`src/rtl/ctrl_pkg.sv`:
```
// Shared encodings for the pipeline control path: opcodes, select codes and the
// decoded control bundle carried from ID into EX.
package ctrl_pkg;

    localparam logic [6:0] OP_LOAD   = 7'b0000011;
    localparam logic [6:0] OP_STORE  = 7'b0100011;
    localparam logic [6:0] OP_R      = 7'b0110011;
    localparam logic [6:0] OP_I      = 7'b0010011;
    localparam logic [6:0] OP_BRANCH = 7'b1100011;
    localparam logic [6:0] OP_JAL    = 7'b1101111;
    localparam logic [6:0] OP_LUI    = 7'b0110111;
    localparam logic [6:0] OP_AUIPC  = 7'b0010111;
    localparam logic [6:0] OP_JALR   = 7'b1100111;

    localparam int IMM_W   = 3;
    localparam int SRCA_W  = 2;
    localparam int RES_W   = 2;
    localparam int ALUOP_W = 2;
    localparam int FWD_W   = 2;

    localparam logic [IMM_W-1:0] IMM_I = 3'b000;
    localparam logic [IMM_W-1:0] IMM_S = 3'b001;
    localparam logic [IMM_W-1:0] IMM_B = 3'b010;
    localparam logic [IMM_W-1:0] IMM_J = 3'b011;
    localparam logic [IMM_W-1:0] IMM_U = 3'b100;

    localparam logic [SRCA_W-1:0] SRCA_RS1  = 2'b00;
    localparam logic [SRCA_W-1:0] SRCA_ZERO = 2'b01;
    localparam logic [SRCA_W-1:0] SRCA_PC   = 2'b10;

    localparam logic [RES_W-1:0] RES_ALU  = 2'b00;
    localparam logic [RES_W-1:0] RES_MEM  = 2'b01;
    localparam logic [RES_W-1:0] RES_PC4  = 2'b10;
    localparam logic [RES_W-1:0] RES_NONE = 2'b11;

    localparam logic [ALUOP_W-1:0] ALU_ADD = 2'b00;
    localparam logic [ALUOP_W-1:0] ALU_BR  = 2'b01;
    localparam logic [ALUOP_W-1:0] ALU_FN  = 2'b10;

    localparam logic [FWD_W-1:0] FWD_RF  = 2'b00;
    localparam logic [FWD_W-1:0] FWD_WB  = 2'b01;
    localparam logic [FWD_W-1:0] FWD_MEM = 2'b10;

    typedef struct packed {
        logic                reg_write;
        logic [IMM_W-1:0]    imm_src;
        logic [SRCA_W-1:0]   alu_src_a;
        logic                alu_src_b;
        logic                mem_write;
        logic [RES_W-1:0]    result_src;
        logic                branch;
        logic [ALUOP_W-1:0]  alu_op;
        logic                jump;
    } ctrl_t;

    localparam ctrl_t CTRL_BUBBLE = '0;

endpackage

```
`src/rtl/ctrl_pipeline_if.sv`:
```
// Bundle between the datapath and the control path; clk and rst stay outside.
interface ctrl_pipeline_if #(parameter int REG_AW = 5);
    import ctrl_pkg::*;

    logic                instr_valid_d;
    logic [6:0]          opcode_d;
    logic [REG_AW-1:0]   rd_d;
    logic [REG_AW-1:0]   rs1_d;
    logic [REG_AW-1:0]   rs2_d;
    logic [REG_AW-1:0]   rs1_e;
    logic [REG_AW-1:0]   rs2_e;
    logic                pc_src_e;

    logic [IMM_W-1:0]    imm_src_d;
    logic                illegal_d;
    logic                stall_f;
    logic                stall_d;
    logic                flush_d;
    logic [ALUOP_W-1:0]  alu_op_e;
    logic [SRCA_W-1:0]   alu_src_a_e;
    logic                alu_src_b_e;
    logic                branch_e;
    logic                jump_e;
    logic [FWD_W-1:0]    forward_a_e;
    logic [FWD_W-1:0]    forward_b_e;
    logic                mem_write_m;
    logic                reg_write_m;
    logic [RES_W-1:0]    result_src_m;
    logic [REG_AW-1:0]   rd_m;
    logic                reg_write_w;
    logic [RES_W-1:0]    result_src_w;
    logic [REG_AW-1:0]   rd_w;
    logic                illegal_sticky;

    modport master (
        output instr_valid_d, opcode_d, rd_d, rs1_d, rs2_d, rs1_e, rs2_e, pc_src_e,
        input  imm_src_d, illegal_d, stall_f, stall_d, flush_d,
               alu_op_e, alu_src_a_e, alu_src_b_e, branch_e, jump_e,
               forward_a_e, forward_b_e, mem_write_m, reg_write_m, result_src_m, rd_m,
               reg_write_w, result_src_w, rd_w, illegal_sticky
    );

    modport slave (
        input  instr_valid_d, opcode_d, rd_d, rs1_d, rs2_d, rs1_e, rs2_e, pc_src_e,
        output imm_src_d, illegal_d, stall_f, stall_d, flush_d,
               alu_op_e, alu_src_a_e, alu_src_b_e, branch_e, jump_e,
               forward_a_e, forward_b_e, mem_write_m, reg_write_m, result_src_m, rd_m,
               reg_write_w, result_src_w, rd_w, illegal_sticky
    );

endinterface

```
`src/rtl/ctrl_decode.sv`:
```
// Combinational ID decoder: opcode to control bundle, source-use flags and the
// unknown-opcode flag. Invalid or unknown instructions decode as a bubble.
module ctrl_decode
    import ctrl_pkg::*;
(
    input  logic       i_valid,
    input  logic [6:0] i_opcode,
    output ctrl_t      o_ctrl,
    output logic       o_use_rs1,
    output logic       o_use_rs2,
    output logic       o_illegal
);

    always_comb begin
        o_ctrl    = CTRL_BUBBLE;
        o_use_rs1 = 1'b0;
        o_use_rs2 = 1'b0;
        o_illegal = 1'b0;
        if (i_valid) begin
            case (i_opcode)
                OP_LOAD: begin
                    o_ctrl    = '{1'b1, IMM_I, SRCA_RS1, 1'b1, 1'b0, RES_MEM, 1'b0, ALU_ADD, 1'b0};
                    o_use_rs1 = 1'b1;
                end
                OP_STORE: begin
                    o_ctrl    = '{1'b0, IMM_S, SRCA_RS1, 1'b1, 1'b1, RES_NONE, 1'b0, ALU_ADD, 1'b0};
                    o_use_rs1 = 1'b1;
                    o_use_rs2 = 1'b1;
                end
                OP_R: begin
                    o_ctrl    = '{1'b1, IMM_I, SRCA_RS1, 1'b0, 1'b0, RES_ALU, 1'b0, ALU_FN, 1'b0};
                    o_use_rs1 = 1'b1;
                    o_use_rs2 = 1'b1;
                end
                OP_I: begin
                    o_ctrl    = '{1'b1, IMM_I, SRCA_RS1, 1'b1, 1'b0, RES_ALU, 1'b0, ALU_FN, 1'b0};
                    o_use_rs1 = 1'b1;
                end
                OP_BRANCH: begin
                    o_ctrl    = '{1'b0, IMM_B, SRCA_RS1, 1'b0, 1'b0, RES_NONE, 1'b1, ALU_BR, 1'b0};
                    o_use_rs1 = 1'b1;
                    o_use_rs2 = 1'b1;
                end
                OP_JAL:   o_ctrl = '{1'b1, IMM_J, SRCA_PC, 1'b1, 1'b0, RES_PC4, 1'b0, ALU_ADD, 1'b1};
                OP_LUI:   o_ctrl = '{1'b1, IMM_U, SRCA_ZERO, 1'b1, 1'b0, RES_ALU, 1'b0, ALU_ADD, 1'b0};
                OP_AUIPC: o_ctrl = '{1'b1, IMM_U, SRCA_PC, 1'b1, 1'b0, RES_ALU, 1'b0, ALU_ADD, 1'b0};
                OP_JALR: begin
                    o_ctrl    = '{1'b1, IMM_I, SRCA_RS1, 1'b1, 1'b0, RES_PC4, 1'b0, ALU_ADD, 1'b1};
                    o_use_rs1 = 1'b1;
                end
                default:  o_illegal = 1'b1;
            endcase
        end
    end

endmodule

```
`src/rtl/ctrl_pipeline.sv`:
```
// Control path for the 5-stage pipeline: decode, ID/EX, EX/MEM, MEM/WB control
// registers, RAW/load-use stall detection, EX forwarding select and flush.
module ctrl_pipeline
    import ctrl_pkg::*;
#(
    parameter int REG_AW       = 5,
    parameter bit FWD_EN       = 1'b1,
    parameter bit ILLEGAL_TRAP = 1'b1
) (
    input logic            clk,
    input logic            rst,
    ctrl_pipeline_if.slave bus
);

    ctrl_t              w_ctrl_d;
    logic               w_use_rs1;
    logic               w_use_rs2;
    logic               w_illegal_raw;
    logic               w_rs1_live;
    logic               w_rs2_live;
    logic               w_hit_e;
    logic               w_hit_m;
    logic               w_hazard;
    logic               w_stall;
    logic               w_illegal;
    logic               w_load_e;
    logic [FWD_W-1:0]   w_fwd_a;
    logic [FWD_W-1:0]   w_fwd_b;

    logic               r_reg_write_e;
    logic               r_mem_write_e;
    logic [RES_W-1:0]   r_result_src_e;
    logic [ALUOP_W-1:0] r_alu_op_e;
    logic [SRCA_W-1:0]  r_alu_src_a_e;
    logic               r_alu_src_b_e;
    logic               r_branch_e;
    logic               r_jump_e;
    logic [REG_AW-1:0]  r_rd_e;
    logic               r_reg_write_m;
    logic               r_mem_write_m;
    logic [RES_W-1:0]   r_result_src_m;
    logic [REG_AW-1:0]  r_rd_m;
    logic               r_reg_write_w;
    logic [RES_W-1:0]   r_result_src_w;
    logic [REG_AW-1:0]  r_rd_w;
    logic               r_illegal_sticky;

    ctrl_decode u_decode (
        .i_valid   (bus.instr_valid_d),
        .i_opcode  (bus.opcode_d),
        .o_ctrl    (w_ctrl_d),
        .o_use_rs1 (w_use_rs1),
        .o_use_rs2 (w_use_rs2),
        .o_illegal (w_illegal_raw)
    );

    function automatic logic [FWD_W-1:0] fwd_sel(
        input logic [REG_AW-1:0] rs,
        input logic              rw_m,
        input logic [REG_AW-1:0] rd_m,
        input logic              rw_w,
        input logic [REG_AW-1:0] rd_w
    );
        if (rs == '0) return FWD_RF;
        if (rw_m && rd_m == rs) return FWD_MEM;
        if (rw_w && rd_w == rs) return FWD_WB;
        return FWD_RF;
    endfunction

    // x0 sources are excluded up front, so an equality hit implies a nonzero rd.
    always_comb begin
        w_rs1_live = w_use_rs1 && (bus.rs1_d != '0);
        w_rs2_live = w_use_rs2 && (bus.rs2_d != '0);
        w_hit_e    = (w_rs1_live && bus.rs1_d == r_rd_e) || (w_rs2_live && bus.rs2_d == r_rd_e);
        w_hit_m    = (w_rs1_live && bus.rs1_d == r_rd_m) || (w_rs2_live && bus.rs2_d == r_rd_m);
        if (FWD_EN) begin
            w_hazard = (r_result_src_e == RES_MEM) && w_hit_e;
            w_fwd_a  = fwd_sel(bus.rs1_e, r_reg_write_m, r_rd_m, r_reg_write_w, r_rd_w);
            w_fwd_b  = fwd_sel(bus.rs2_e, r_reg_write_m, r_rd_m, r_reg_write_w, r_rd_w);
        end else begin
            w_hazard = (r_reg_write_e && w_hit_e) || (r_reg_write_m && w_hit_m);
            w_fwd_a  = FWD_RF;
            w_fwd_b  = FWD_RF;
        end
        w_stall   = w_hazard && !bus.pc_src_e;
        w_illegal = ILLEGAL_TRAP && w_illegal_raw && !bus.pc_src_e;
        w_load_e  = bus.instr_valid_d && !w_illegal_raw && !w_stall && !bus.pc_src_e;
    end

    always_ff @(posedge clk or posedge rst) begin
        if (rst) begin
            r_reg_write_e    <= 1'b0;
            r_mem_write_e    <= 1'b0;
            r_result_src_e   <= '0;
            r_alu_op_e       <= '0;
            r_alu_src_a_e    <= '0;
            r_alu_src_b_e    <= 1'b0;
            r_branch_e       <= 1'b0;
            r_jump_e         <= 1'b0;
            r_rd_e           <= '0;
            r_reg_write_m    <= 1'b0;
            r_mem_write_m    <= 1'b0;
            r_result_src_m   <= '0;
            r_rd_m           <= '0;
            r_reg_write_w    <= 1'b0;
            r_result_src_w   <= '0;
            r_rd_w           <= '0;
            r_illegal_sticky <= 1'b0;
        end else begin
            if (w_load_e) begin
                r_reg_write_e  <= w_ctrl_d.reg_write;
                r_mem_write_e  <= w_ctrl_d.mem_write;
                r_result_src_e <= w_ctrl_d.result_src;
                r_alu_op_e     <= w_ctrl_d.alu_op;
                r_alu_src_a_e  <= w_ctrl_d.alu_src_a;
                r_alu_src_b_e  <= w_ctrl_d.alu_src_b;
                r_branch_e     <= w_ctrl_d.branch;
                r_jump_e       <= w_ctrl_d.jump;
                r_rd_e         <= bus.rd_d;
            end else begin
                r_reg_write_e  <= 1'b0;
                r_mem_write_e  <= 1'b0;
                r_result_src_e <= '0;
                r_alu_op_e     <= '0;
                r_alu_src_a_e  <= '0;
                r_alu_src_b_e  <= 1'b0;
                r_branch_e     <= 1'b0;
                r_jump_e       <= 1'b0;
                r_rd_e         <= '0;
            end
            r_reg_write_m  <= r_reg_write_e;
            r_mem_write_m  <= r_mem_write_e;
            r_result_src_m <= r_result_src_e;
            r_rd_m         <= r_rd_e;
            r_reg_write_w  <= r_reg_write_m;
            r_result_src_w <= r_result_src_m;
            r_rd_w         <= r_rd_m;
            if (w_illegal) r_illegal_sticky <= 1'b1;
        end
    end

    assign bus.imm_src_d      = w_ctrl_d.imm_src;
    assign bus.illegal_d      = w_illegal;
    assign bus.stall_f        = w_stall;
    assign bus.stall_d        = w_stall;
    assign bus.flush_d        = bus.pc_src_e;
    assign bus.alu_op_e       = r_alu_op_e;
    assign bus.alu_src_a_e    = r_alu_src_a_e;
    assign bus.alu_src_b_e    = r_alu_src_b_e;
    assign bus.branch_e       = r_branch_e;
    assign bus.jump_e         = r_jump_e;
    assign bus.forward_a_e    = w_fwd_a;
    assign bus.forward_b_e    = w_fwd_b;
    assign bus.mem_write_m    = r_mem_write_m;
    assign bus.reg_write_m    = r_reg_write_m;
    assign bus.result_src_m   = r_result_src_m;
    assign bus.rd_m           = r_rd_m;
    assign bus.reg_write_w    = r_reg_write_w;
    assign bus.result_src_w   = r_result_src_w;
    assign bus.rd_w           = r_rd_w;
    assign bus.illegal_sticky = r_illegal_sticky;

endmodule

```
`src/flat_wrapper.sv`:
```
// flat-port wrapper written by rule: the top's interface ports become plain ports
module ctrl_pipeline_flat import ctrl_pkg::*;
#(
    parameter int REG_AW       = 5,
    parameter bit FWD_EN       = 1'b1,
    parameter bit ILLEGAL_TRAP = 1'b1
)
  (clk, rst, bus_instr_valid_d, bus_opcode_d, bus_rd_d, bus_rs1_d, bus_rs2_d, bus_rs1_e, bus_rs2_e, bus_pc_src_e, bus_imm_src_d, bus_illegal_d, bus_stall_f, bus_stall_d, bus_flush_d, bus_alu_op_e, bus_alu_src_a_e, bus_alu_src_b_e, bus_branch_e, bus_jump_e, bus_forward_a_e, bus_forward_b_e, bus_mem_write_m, bus_reg_write_m, bus_result_src_m, bus_rd_m, bus_reg_write_w, bus_result_src_w, bus_rd_w, bus_illegal_sticky);
  ctrl_pipeline_if #(.REG_AW(REG_AW)) bus_i ();
  input logic clk;
  input logic rst;
  input wire logic [$bits(bus_i.instr_valid_d)-1:0] bus_instr_valid_d;
  input wire logic [$bits(bus_i.opcode_d)-1:0] bus_opcode_d;
  input wire logic [$bits(bus_i.rd_d)-1:0] bus_rd_d;
  input wire logic [$bits(bus_i.rs1_d)-1:0] bus_rs1_d;
  input wire logic [$bits(bus_i.rs2_d)-1:0] bus_rs2_d;
  input wire logic [$bits(bus_i.rs1_e)-1:0] bus_rs1_e;
  input wire logic [$bits(bus_i.rs2_e)-1:0] bus_rs2_e;
  input wire logic [$bits(bus_i.pc_src_e)-1:0] bus_pc_src_e;
  output wire logic [$bits(bus_i.imm_src_d)-1:0] bus_imm_src_d;
  output wire logic [$bits(bus_i.illegal_d)-1:0] bus_illegal_d;
  output wire logic [$bits(bus_i.stall_f)-1:0] bus_stall_f;
  output wire logic [$bits(bus_i.stall_d)-1:0] bus_stall_d;
  output wire logic [$bits(bus_i.flush_d)-1:0] bus_flush_d;
  output wire logic [$bits(bus_i.alu_op_e)-1:0] bus_alu_op_e;
  output wire logic [$bits(bus_i.alu_src_a_e)-1:0] bus_alu_src_a_e;
  output wire logic [$bits(bus_i.alu_src_b_e)-1:0] bus_alu_src_b_e;
  output wire logic [$bits(bus_i.branch_e)-1:0] bus_branch_e;
  output wire logic [$bits(bus_i.jump_e)-1:0] bus_jump_e;
  output wire logic [$bits(bus_i.forward_a_e)-1:0] bus_forward_a_e;
  output wire logic [$bits(bus_i.forward_b_e)-1:0] bus_forward_b_e;
  output wire logic [$bits(bus_i.mem_write_m)-1:0] bus_mem_write_m;
  output wire logic [$bits(bus_i.reg_write_m)-1:0] bus_reg_write_m;
  output wire logic [$bits(bus_i.result_src_m)-1:0] bus_result_src_m;
  output wire logic [$bits(bus_i.rd_m)-1:0] bus_rd_m;
  output wire logic [$bits(bus_i.reg_write_w)-1:0] bus_reg_write_w;
  output wire logic [$bits(bus_i.result_src_w)-1:0] bus_result_src_w;
  output wire logic [$bits(bus_i.rd_w)-1:0] bus_rd_w;
  output wire logic [$bits(bus_i.illegal_sticky)-1:0] bus_illegal_sticky;
  assign bus_i.instr_valid_d = bus_instr_valid_d;
  assign bus_i.opcode_d = bus_opcode_d;
  assign bus_i.rd_d = bus_rd_d;
  assign bus_i.rs1_d = bus_rs1_d;
  assign bus_i.rs2_d = bus_rs2_d;
  assign bus_i.rs1_e = bus_rs1_e;
  assign bus_i.rs2_e = bus_rs2_e;
  assign bus_i.pc_src_e = bus_pc_src_e;
  assign bus_imm_src_d = bus_i.imm_src_d;
  assign bus_illegal_d = bus_i.illegal_d;
  assign bus_stall_f = bus_i.stall_f;
  assign bus_stall_d = bus_i.stall_d;
  assign bus_flush_d = bus_i.flush_d;
  assign bus_alu_op_e = bus_i.alu_op_e;
  assign bus_alu_src_a_e = bus_i.alu_src_a_e;
  assign bus_alu_src_b_e = bus_i.alu_src_b_e;
  assign bus_branch_e = bus_i.branch_e;
  assign bus_jump_e = bus_i.jump_e;
  assign bus_forward_a_e = bus_i.forward_a_e;
  assign bus_forward_b_e = bus_i.forward_b_e;
  assign bus_mem_write_m = bus_i.mem_write_m;
  assign bus_reg_write_m = bus_i.reg_write_m;
  assign bus_result_src_m = bus_i.result_src_m;
  assign bus_rd_m = bus_i.rd_m;
  assign bus_reg_write_w = bus_i.reg_write_w;
  assign bus_result_src_w = bus_i.result_src_w;
  assign bus_rd_w = bus_i.rd_w;
  assign bus_illegal_sticky = bus_i.illegal_sticky;
  ctrl_pipeline #(.REG_AW(REG_AW), .FWD_EN(FWD_EN), .ILLEGAL_TRAP(ILLEGAL_TRAP)) u_core (.clk(clk), .rst(rst), .bus(bus_i));
endmodule
```
`config.mk`:
```
export PLATFORM = sky130hd
export DESIGN_NAME = ctrl_pipeline_flat
export DESIGN_NICKNAME = d
export VERILOG_FILES = /design/src/rtl/ctrl_pkg.sv /design/src/rtl/ctrl_pipeline_if.sv /design/src/rtl/ctrl_decode.sv /design/src/rtl/ctrl_pipeline.sv /design/src/flat_wrapper.sv
export SDC_FILE = /design/constraint.sdc
export NUM_CORES = 1
export LEC_CHECK = 0
export CAP_MARGIN = 10
export CORE_UTILIZATION = 44
export DETAILED_ROUTE_END_ITERATION = 8
export PLACE_DENSITY = 0.79
export RECOVER_POWER = 100
export SKIP_LAST_GASP = 1
export SLEW_MARGIN = 20
export SYNTH_ARGS = -nofsm -noshare
export SYNTH_HDL_FRONTEND = slang
export SYNTH_HIERARCHICAL = 1
export SYNTH_SLANG_ARGS = --single-unit
```
`constraint.sdc`:
```
create_clock -name clk -period 2.1 [get_ports clk]
set_input_delay 0.21 -clock clk [delete_from_list [all_inputs] [get_ports clk]]
set_output_delay 0.21 -clock clk [all_outputs]
set_load 0.02 [all_outputs]
```
==> impl_metrics.py <==
metrics = {
    "route": {
        "via_per_inst": 5.15,
        "drcViolationCount": 0,
        "first_pass_iters": 4,
        "first_iter_violations": 62,
        "drt_wl_total_um": 4630,
        "vias": 1703,
        "wl_per_cell_um": 14.0,
        "ant_nets": 0,
    },
    "critical_path": {
        "start_kind": "primary input",
        "cp_cell_sequence": "clkdlybuf4s50_1 -> or4_4 -> a21oi_4 -> nor4_4 -> or2_4 -> buf_4",
        "crit_buf_inv": 2,
        "criticalPathCategory": "in2out",
        "cp_max_fo": 2,
        "required_ps": 1890,
        "crit_slowest_cell": "or4_4",
        "worstSetupEndpointType": "output pin",
        "arrival_ps": 1830,
        "crit_family": "simple AND/OR/NAND/NOR gates",
        "slowest_delay_ps": 560,
    },
    "power": {
        "ir_drop_v": 0.000280,
        "p_comb_share_pct": 18.1,
        "swShare_pct": 24.5,
        "switchingPower_mw": 0.348,
        "seqPwrFrac_pct": 47.5,
        "p_leak_nw": 1.38,
        "p_clk_share_pct": 34.3,
        "powerDensity_nw_per_um2": 485,
        "p_int_mw": 1.07,
    },
    "logic_synthesis": {
        "ys_types": 40,
        "yosys_most_used_dff": "dfrtp_1",
        "synthCells": 180,
        "synth-seq-cells": 34,
        "synth_edf_count": 0,
        "async_reset_ff_share_pct": 100,
        "synth_nets": 216,
        "ys_warn_count": 6,
        "syn_area_sq_um": 1870,
        "avgSynthCellArea_sq_um": 10.4,
        "ys_seq_area_share_pct": 45.4,
    },
    "sta": {
        "hold_slack_ps": 344,
        "skew_ps": 4.18,
        "setup_viol_count_final": 0,
        "tightest_slew_ps": 806,
        "fin_setup_tns_ps": 0,
        "finalCritPeriodShare_pct": 97.1,
        "fin_crit_ps": 2040,
        "hold_viol_final": 0,
        "maxSlewViolCount": 0,
        "fmax_mhz": 490,
        "maxSlewHeadroom_pct": 46.2,
    },
    "clocking": {
        "cts_made_buffers": 5,
        "clockBufferDepth": 2,
        "cts.clk_slew.worst_paths_ps": 70,
        "htreeDepth": 2,
        "cts_root_buffer": "clkbuf_8",
        "cts_num_sinks": 34,
        "cts_tree": "built",
        "clk_latency_ps": 280,
    },
    "placed_design": {
        "gp_congestion": 0.934,
        "place.port_buffers": 71,
        "dp_hpwl_um": 3520,
    },
    "floorplan": {
        "floorplan.die_area_sq_um": 4520,
        "rows": 23,
        "die_x_um": 67.2,
        "io_pins": 72,
        "coreArea_sq_um": 4060,
        "die_h_um": 67.2,
        "start_util_pct": 46.2,
    },
    "finish": {
        "drive_above_1_share_pct": 24.6,
        "final_cell_mix": "dfrtp_1 (34), buf_4 (33), clkdlybuf4s50_1 (29)",
        "n_antenna_cell": 0,
        "final_common_cell": "dfrtp_1",
        "areaGrowthSynthToFinish_pct": 56.1,
        "fillers": 313,
        "multi_input_area_sq_um": 976,
        "final_nets": 316,
        "ff_latch_area_sq_um": 851,
    },
    "flow_run": {
        "cap_violations": 0,
    },
    "global_routing": {
        "grt_pass1_vias": 1693,
        "grt_overflow_total": 0,
        "grt_max_degree": 35,
        "grt_usage_pct": 23.0,
        "grt_pass1_wl_um": 7470,
        "antenna_found_initial": 0,
    },
    "min_path": {
        "min_path_type": "reg2reg",
    },
    "status": {
        "status": "completed",
    },
}
stage by stage:
step | instances | util [%] | total power [mW] | instance area [sq um] | setup slack [ps]
6_report | 331 | 72.1 | 1.42 | 2920 | 60.0
5_1_grt | 331 | 72.1 | 1.48 | 2920 | -13.7
4_1_cts | 334 | 72.6 | 1.44 | 2940 | -84.5
3_5_place_dp | 322 | 69.7 | 0.947 | 2830 | -665
3_3_place_gp | 322 | 69.7 | 0.942 | 2830 | -598
2_1_floorplan | 180 | - | 0.789 | 1870 | 70.7
synthesized netlist by cell type, types with 4 or more instances:
master / count / area share (%)
nor2_1: 11 / 2.2
xnor2_1: 19 / 8.9
nand2_1: 5 / 1.0
clkbuf_1: 4 / 0.80
nand3b_1: 17 / 6.8
nor2b_1: 5 / 1.7
inv_1: 5 / 1.0
nor3_1: 10 / 2.7
nand4_1: 4 / 1.3
xor2_1: 9 / 4.2
nor3_2: 10 / 5.3
dfrtp_1: 34 / 45
nor4_1: 5 / 1.7
buf_4: 4 / 1.6
state kept, by name, indices dropped and copies added, names as in the netlist, 2 cells and up:
| register | flops |
|---|---|
| u_core/bus.result_src_m | 2 |
| u_core/bus.alu_src_a_e | 2 |
| u_core/bus.alu_op_e | 2 |
| u_core/bus.result_src_w | 2 |
| u_core/bus.rd_m | 5 |
| u_core/bus.rd_w | 5 |
| u_core/r_rd_e | 5 |
| u_core/r_result_src_e | 2 |
routing by layer:
layer	track usage [%]	wire, um	part of all wire [%]
met5	0	0	0
met4	13.0	131	2.8
met3	5.41	325	7.0
met2	39.0	2240	48
met1	26.6	1940	42
path summary, 6_finish.rpt:
| path | cells past startpoint | slack [ps] | to | startpoint |
|---|---|---|---|---|
| max | 6 | 60 | bus_stall_d | bus_rs1_d[0] |
| min | 0 | 340 | u_core/bus.mem_write_m$_DFF_PP0_ | u_core/r_mem_write_e$_DFF_PP0_ |
| max reg2reg | 6 | 410 | u_core/r_mem_write_e$_DFF_PP0_ | u_core/r_rd_e[3]$_DFF_PP0_ |
| min reg2reg | 0 | 340 | u_core/bus.mem_write_m$_DFF_PP0_ | u_core/r_mem_write_e$_DFF_PP0_ |
| max in group asynchronous | 3 | 990 | u_core/bus.rd_w[1]$_DFF_PP0_ | rst |
| min in group asynchronous | 3 | 600 | u_core/bus.result_src_w[1]$_DFF_PP0_ | rst |
power by group through the flow:
stage          registers [mW]  clock network (mW)  logic [mW]
2_1_floorplan           0.692                   0      0.0974
3_3_place_gp            0.687                   0       0.255
3_5_place_dp            0.687                   0       0.260
4_1_cts                 0.675               0.501       0.260
5_1_grt                 0.675               0.522       0.281
6_report                0.674               0.487       0.257
cells by family after synthesis:
logic type | Yosys count | share of synthesized area (%)
simple gates | 87 | 31.0
buf+inv | 16 | 4.54
compound gates | 15 | 5.95
xor+xnor | 28 | 13.1
flops | 34 | 45.4
cell type report:
cell class | count | area share, %
clock buffers | 7 | 2.95
inverters | 5 | 0.642
repair buffers | 104 | 31.6
well taps | 50 | 2.14
clock inverters | 1 | 0.171
multi-input cells | 130 | 33.4
flip-flops and latches | 34 | 29.1
repair_timing:
action,in CTS,in global routing
setup endpoints to repair,10,22
resized for setup,23,19
hold buffers,0,0
pin swaps,4,5
cloned,0,0
buffers inserted,4,0
No activity file was read; power rests on OpenSTA's default activity.
